`src/rtl/etm_div_if.sv`:
```
// Operand/result stream bundle for the error-tolerant divider.
// The stream signals keep their _i/_o names as seen from the divider side.
interface etm_div_if #(
    parameter int N = 8
);
    logic         in_valid_i;
    logic         in_ready_o;
    logic [N-1:0] a_i;
    logic [N-1:0] b_i;
    logic         out_valid_o;
    logic         out_ready_i;
    logic [N-1:0] q_o;
    logic         dz_o;

    modport slave (
        input  in_valid_i, a_i, b_i, out_ready_i,
        output in_ready_o, out_valid_o, q_o, dz_o
    );

    modport master (
        output in_valid_i, a_i, b_i, out_ready_i,
        input  in_ready_o, out_valid_o, q_o, dz_o
    );
endinterface

```
`src/rtl/etm_div.sv`:
```
// Sequential error-tolerant unsigned divider: the quotient bits above K come from an
// exact restoring divider, and the K low bits are OR-saturated from the leftover remainder.
module etm_div #(
    parameter int N = 8,
    parameter int K = 3
) (
    input logic       clk_i,
    input logic       rst_i,
    etm_div_if.slave  bus
);
    localparam int JW = (N > 2) ? $clog2(N) : 1;
    localparam logic [N-1:0] LOW_MASK = {N{1'b1}} >> (N - K);

    typedef enum logic [1:0] {IDLE, RUN, DONE} state_t;

    state_t       state, state_nxt;
    logic [N-1:0] a_q, b_q, r, r_nxt, qw, qw_nxt, q_out;
    logic [N:0]   t, diff;
    logic [JW-1:0] j;
    logic         dz, ge, last;

    // Low quotient bits become all ones if any remainder or discarded dividend bit survives.
    function automatic logic [N-1:0] or_saturate(input logic [N-1:0] q,
                                                 input logic [N-1:0] rem,
                                                 input logic [N-1:0] dividend);
        logic fill;
        fill = (|rem) | (|(dividend & LOW_MASK));
        return (q & ~LOW_MASK) | (fill ? LOW_MASK : '0);
    endfunction

    // r < b always holds here, so a borrow out of the top bit is the "t < b" test.
    always_comb begin
        t      = {r, a_q[j]};
        diff   = t - {1'b0, b_q};
        ge     = ~diff[N];
        r_nxt  = ge ? diff[N-1:0] : t[N-1:0];
        qw_nxt = qw;
        qw_nxt[j] = ge;
        last   = (j == JW'(K));
    end

    always_ff @(posedge clk_i or posedge rst_i) begin
        if (rst_i) state <= IDLE;
        else       state <= state_nxt;
    end

    always_comb begin
        state_nxt = state;
        case (state)
            IDLE:    if (bus.in_valid_i) state_nxt = (bus.b_i == '0) ? DONE : RUN;
            RUN:     if (last) state_nxt = DONE;
            DONE:    if (bus.out_ready_i) state_nxt = IDLE;
            default: state_nxt = IDLE;
        endcase
    end

    always_ff @(posedge clk_i or posedge rst_i) begin
        if (rst_i) begin
            a_q   <= '0;
            b_q   <= '0;
            r     <= '0;
            qw    <= '0;
            j     <= '0;
            q_out <= '0;
            dz    <= 1'b0;
        end else begin
            case (state)
                IDLE: begin
                    if (bus.in_valid_i) begin
                        a_q <= bus.a_i;
                        b_q <= bus.b_i;
                        r   <= '0;
                        qw  <= '0;
                        j   <= JW'(N - 1);
                        if (bus.b_i == '0) begin
                            q_out <= '1;
                            dz    <= 1'b1;
                        end
                    end
                end
                RUN: begin
                    r  <= r_nxt;
                    qw <= qw_nxt;
                    j  <= j - 1'b1;
                    if (last) begin
                        q_out <= or_saturate(qw_nxt, r_nxt, a_q);
                        dz    <= 1'b0;
                    end
                end
                default: ;
            endcase
        end
    end

    // q_out/dz are only written on entry to DONE, so backpressure never disturbs them.
    assign bus.in_ready_o  = (state == IDLE);
    assign bus.out_valid_o = (state == DONE);
    assign bus.q_o         = q_out;
    assign bus.dz_o        = dz;
endmodule
```
`src/flat_wrapper.sv`:
```
// flat-port wrapper written by rule: the top's interface ports become plain ports
module etm_div_flat 
#(
    parameter int N = 8,
    parameter int K = 3
)
  (clk_i, rst_i, bus_in_valid_i, bus_a_i, bus_b_i, bus_out_ready_i, bus_in_ready_o, bus_out_valid_o, bus_q_o, bus_dz_o);
  etm_div_if #(.N(N)) bus_i ();
  input logic clk_i;
  input logic rst_i;
  input wire logic [$bits(bus_i.in_valid_i)-1:0] bus_in_valid_i;
  input wire logic [$bits(bus_i.a_i)-1:0] bus_a_i;
  input wire logic [$bits(bus_i.b_i)-1:0] bus_b_i;
  input wire logic [$bits(bus_i.out_ready_i)-1:0] bus_out_ready_i;
  output wire logic [$bits(bus_i.in_ready_o)-1:0] bus_in_ready_o;
  output wire logic [$bits(bus_i.out_valid_o)-1:0] bus_out_valid_o;
  output wire logic [$bits(bus_i.q_o)-1:0] bus_q_o;
  output wire logic [$bits(bus_i.dz_o)-1:0] bus_dz_o;
  assign bus_i.in_valid_i = bus_in_valid_i;
  assign bus_i.a_i = bus_a_i;
  assign bus_i.b_i = bus_b_i;
  assign bus_i.out_ready_i = bus_out_ready_i;
  assign bus_in_ready_o = bus_i.in_ready_o;
  assign bus_out_valid_o = bus_i.out_valid_o;
  assign bus_q_o = bus_i.q_o;
  assign bus_dz_o = bus_i.dz_o;
  etm_div #(.N(N), .K(K)) u_core (.clk_i(clk_i), .rst_i(rst_i), .bus(bus_i));
endmodule
```
`config.mk`:
```
export PLATFORM = sky130hd
export DESIGN_NAME = etm_div_flat
export DESIGN_NICKNAME = d
export VERILOG_FILES = /design/src/rtl/etm_div_if.sv /design/src/rtl/etm_div.sv /design/src/flat_wrapper.sv
export SDC_FILE = /design/constraint.sdc
export NUM_CORES = 1
export LEC_CHECK = 0
export CELL_PAD_IN_SITES_DETAIL_PLACEMENT = 0
export CELL_PAD_IN_SITES_GLOBAL_PLACEMENT = 1
export CORE_MARGIN = 1.5
export CORE_UTILIZATION = 38
export DETAILED_ROUTE_END_ITERATION = 8
export HOLD_SLACK_MARGIN = 0.08
export PLACE_DENSITY = 0.82
export SYNTH_ARGS = -nofsm -noshare
export SYNTH_HDL_FRONTEND = slang
export SYNTH_SLANG_ARGS = --single-unit
```
`constraint.sdc`:
```
create_clock -name clk_i -period 3.25 [get_ports clk_i]
set_input_delay 0.325 -clock clk_i [delete_from_list [all_inputs] [get_ports clk_i]]
set_output_delay 0.325 -clock clk_i [all_outputs]
set_load 0.1 [all_outputs]
```
==> out/summary.txt <==
RUN STATUS
--------------------------------------------------------------------------------
Run status                                                          finished clean

STA
--------------------------------------------------------------------------------
Unrepaired setup endpoints after global routing                               no
Worst Tran Pin Value                                                    0.976 ns
# setup viols final                                                            0
Final clock skew                                                      0.00418 ns
Setup WS post-layout                                                    0.182 ns
Upper clock frequency limit                                            0.326 GHz
Final critical-path share of the clock period                              0.944
Slew Limit Fails                                                               0
Setup tns final                                                             0 ns
Hold Fails Final Rpt                                                           0
Post-route minimum period                                                3.07 ns
Remaining max-slew budget at the tightest pin                              0.347

WORST SETUP PATH
--------------------------------------------------------------------------------
Chain of cells forming the critical path                            mux4_2 > mux2i_2 > ha_1 > inv_1 > fa_1 > nand3_1 > a21oi_1 > or3_1 > and2_4 > a221o_1
Cell with the biggest individual delay on the critical path               mux4_2
Biggest cell delay along the critical path                               0.53 ns
Worst EP arrival                                                         3.24 ns
Required time reported for the critical path endpoint                    3.43 ns
Worst Path Buf+Inv                                                             1
Critical path capture point type                                            flop
Cell family contributing the most delay on the critical path        simple AND/OR/NAND/NOR gates
Launching element type of the critical path                                 flop
Crit Path Category                                                  flop to flop
Largest driver fanout on the critical path                                    14

LOGIC SYNTHESIS
--------------------------------------------------------------------------------
Synthesized flop and latch total                                              41
Cell type contributing the most total cell area after synthesis          dfrtp_1
YS warnings                                                                    0
Post-Synthesis Net Count                                                     318
Distinct cells, synth                                                         51
Number of standard cells after synthesis                                     286
Share of Yosys cell area claimed by the top area cell type                 0.408
Async S/R FF share, synth                                                   1.00
Most used DFF post-synth                                                 dfrtp_1
Number of enable flip-flop cells after synthesis                               0
Synthesized area                                                    0.00252 mm^2
Synth top area cells                                                dfrtp_1, nand2_1, ha_1, o21ai_0, a21oi_1
Sequential fraction of the synthesis area                                  0.408
Per-instance average area after synthesis                              8.80 um^2

ROUTING
--------------------------------------------------------------------------------
Final WL                                                                 6.02 mm
Number of vias after detailed routing                                       2141
DRC marker count from the first detailed-route iteration                     129
Pre-antenna DRT Iters                                                          4
DRC                                                                            0
Via/cell ratio                                                              5.50
Post-detailed-route count of antenna-violating nets                            0
Final routed wire length divided by cell count                           15.5 um

GRT
--------------------------------------------------------------------------------
Via count of the first global-routing pass                                  2121
Maximum number of pins on one net before global-route repair                  24
Grt total ovfl                                                                 0
Number of antenna violations at the first check in global routing              0
All-Layer GR Usage                                                         0.177
First-pass GRT wire length                                               10.0 mm

CTS
--------------------------------------------------------------------------------
Max Root-Sink Buffers                                                          2
Cts bufs inserted                                                              5
Clock-pin transition on the worst setup and hold timing paths            0.08 ns
Clock Latency Late Sink                                                  0.29 ns
CTS Sinks                                                                     41
Clock tree from TritonCTS                                                   done
Count of buffers added by post-CTS timing repair for setup                     0
Hold buffer count at cts                                                       0
H-tree depth                                                                   2
Root buffer selected by CTS                                             clkbuf_8
Post-CTS sizing                                                                0

RUN
--------------------------------------------------------------------------------
Count of max-cap constraint violations                                         0

FINAL LAYOUT
--------------------------------------------------------------------------------
N_diodes                                                                       0
Number of fill cells                                                         625
Final Util                                                                 0.469
Synth-to-Final Area Change                                                 18.9%
Final net count                                                              343
Proportion of layout cells with a drive suffix above 1                    0.0929

PLACEMENT
--------------------------------------------------------------------------------
Count of input and output buffers                                             30
Routability cong.                                                          0.862
Placement Setup Slack                                                   0.137 ns
Hpwl dp                                                                  4.49 mm

MIN PATH
--------------------------------------------------------------------------------
Class of the tightest hold or removal check                         primary input to async pin

FLOORPLANNING
--------------------------------------------------------------------------------
Placeable core area                                                 0.00639 mm^2
X dimension of the die                                                   84.4 um
Full die area                                                       0.00712 mm^2
Die Y                                                                    84.4 um
Top Ports                                                                     31
Number of core rows                                                           29
Initial core utilization                                                   0.394

-- Yosys cell counts, types with 5 or more instances --
master,n
nor2_1,13
nand2_1,54
inv_1,15
dfrtp_1,41
nand4_1,5
clkbuf_1,12
a21oi_1,16
a32o_1,5
a21o_1,5
nor4_1,5
o21ai_0,21
nor2b_1,9
ha_1,11
nand3_1,6
-- metrics by stage --
| stage | cell area, um^2 | hold WS [ns] | std cells |
|---|---|---|---|
| floorplan | 2520 | 0.430 | 286 |
| global placement | 2870 | 0.460 | 381 |
| detailed placement | 2870 | 0.483 | 381 |
| CTS | 2980 | 0.463 | 389 |
| global route | 2990 | 0.523 | 389 |
| finish | 2990 | 0.444 | 389 |
-- cell type report --
cell class | count | area (um^2) | share of cell area
Clock buffer | 7 | 86.3 | 0.0288
Inverter | 15 | 56.3 | 0.0188
Clock inverter | 1 | 30.0 | 0.0100
Multi-Input combinational cell | 210 | 1340 | 0.448
Sequential cell | 41 | 1030 | 0.343
Tap cell | 77 | 96.3 | 0.0322
Timing Repair Buffer | 38 | 355 | 0.119
-- worst reg2reg max path: cells and delay by family (launching register included) --
family / cells / cell delay [ns]
adders and majority gates: 2 / 0.61
DFF: 1 / 0.43
AOI/OAI and AO/OA: 2 / 0.42
muxes: 2 / 0.71
and+or+nand+nor: 3 / 0.74
buffers and inverters: 1 / 0.05
-- layer usage --
| metal | vias up | GRT usage | share of wire |
|---|---|---|---|
| met2 | 44 | 0.306 | 0.52 |
| met5 | - | 0 | 0 |
| met3 | 4 | 0.0324 | 0.035 |
| met4 | 0 | 0.0557 | 0.0065 |
| met1 | 1032 | 0.225 | 0.44 |
| li1 | 1061 | - | - |
-- flip-flops by register name (all words and copies together), names as in the netlist --
register,flops
u_core.j,3
u_core.bus.q_o,6
u_core.a_q,8
u_core.qw,5
u_core.r,8
u_core.state,2
u_core.b_q,8
u_core.bus.dz_o,1
-- cells by family after synthesis --
group	count (synthesis)	synth area share
AND/OR/NAND/NOR	118	0.231
AO/OA/AOI/OAI	72	0.195
flip-flops	41	0.408
buffers and inverters	35	0.0631
adder cells (fa/ha/maj)	12	0.0626
multiplexers	5	0.0308
XOR/XNOR	3	0.0104
-- path summary, 6_finish.rpt --
kind / start / to / slack, ns / cells after the start
max in group asynchronous: rst_i / u_core.j[1]$_DFFE_PP0P_ / 2.01 / 3
worst min register to register: u_core.a_q[5]$_DFFE_PP0P_ / u_core.a_q[5]$_DFFE_PP0P_ / 0.49 / 2
worst max-delay path: u_core.j[1]$_DFFE_PP0P_ / u_core.r[2]$_DFFE_PP0P_ / 0.18 / 10
worst max register to register: u_core.j[1]$_DFFE_PP0P_ / u_core.r[2]$_DFFE_PP0P_ / 0.18 / 10
min in group clk_i: u_core.a_q[5]$_DFFE_PP0P_ / u_core.a_q[5]$_DFFE_PP0P_ / 0.49 / 2
worst min-delay path: rst_i / u_core.bus.q_o[5]$_DFFE_PP0P_ / 0.44 / 2
-- cells in the final DEF (no fill, tap or decap), types with 2 or more instances in the layout --
cell type        instances
a211oi_2                 2
a21o_1                   5
a21oi_1                 16
a221o_1                  3
a32o_1                   5
and2_1                   2
and3_1                   4
buf_4                   10
clkbuf_8                 6
clkdlybuf4s50_1         28
dfrtp_1                 40
ha_1                    11
inv_1                   15
mux2_2                   2
mux4_2                   2
nand2_1                 54
nand2b_1                 2
nand3_1                  6
nand3b_1                 3
nand4_1                  5
nor2_1                  13
nor2b_1                  9
nor3_1                   2
nor3b_1                  3
nor4_1                   5
o2111ai_1                2
o211ai_1                 4
o21ai_0                 21
o22a_1                   3
or2_2                    2
or3_1                    3
xnor2_1                  3
Power is left out: the tool's default activity adds up to more than one toggle a clock period on the data nets, which glitch-free logic cannot reach.
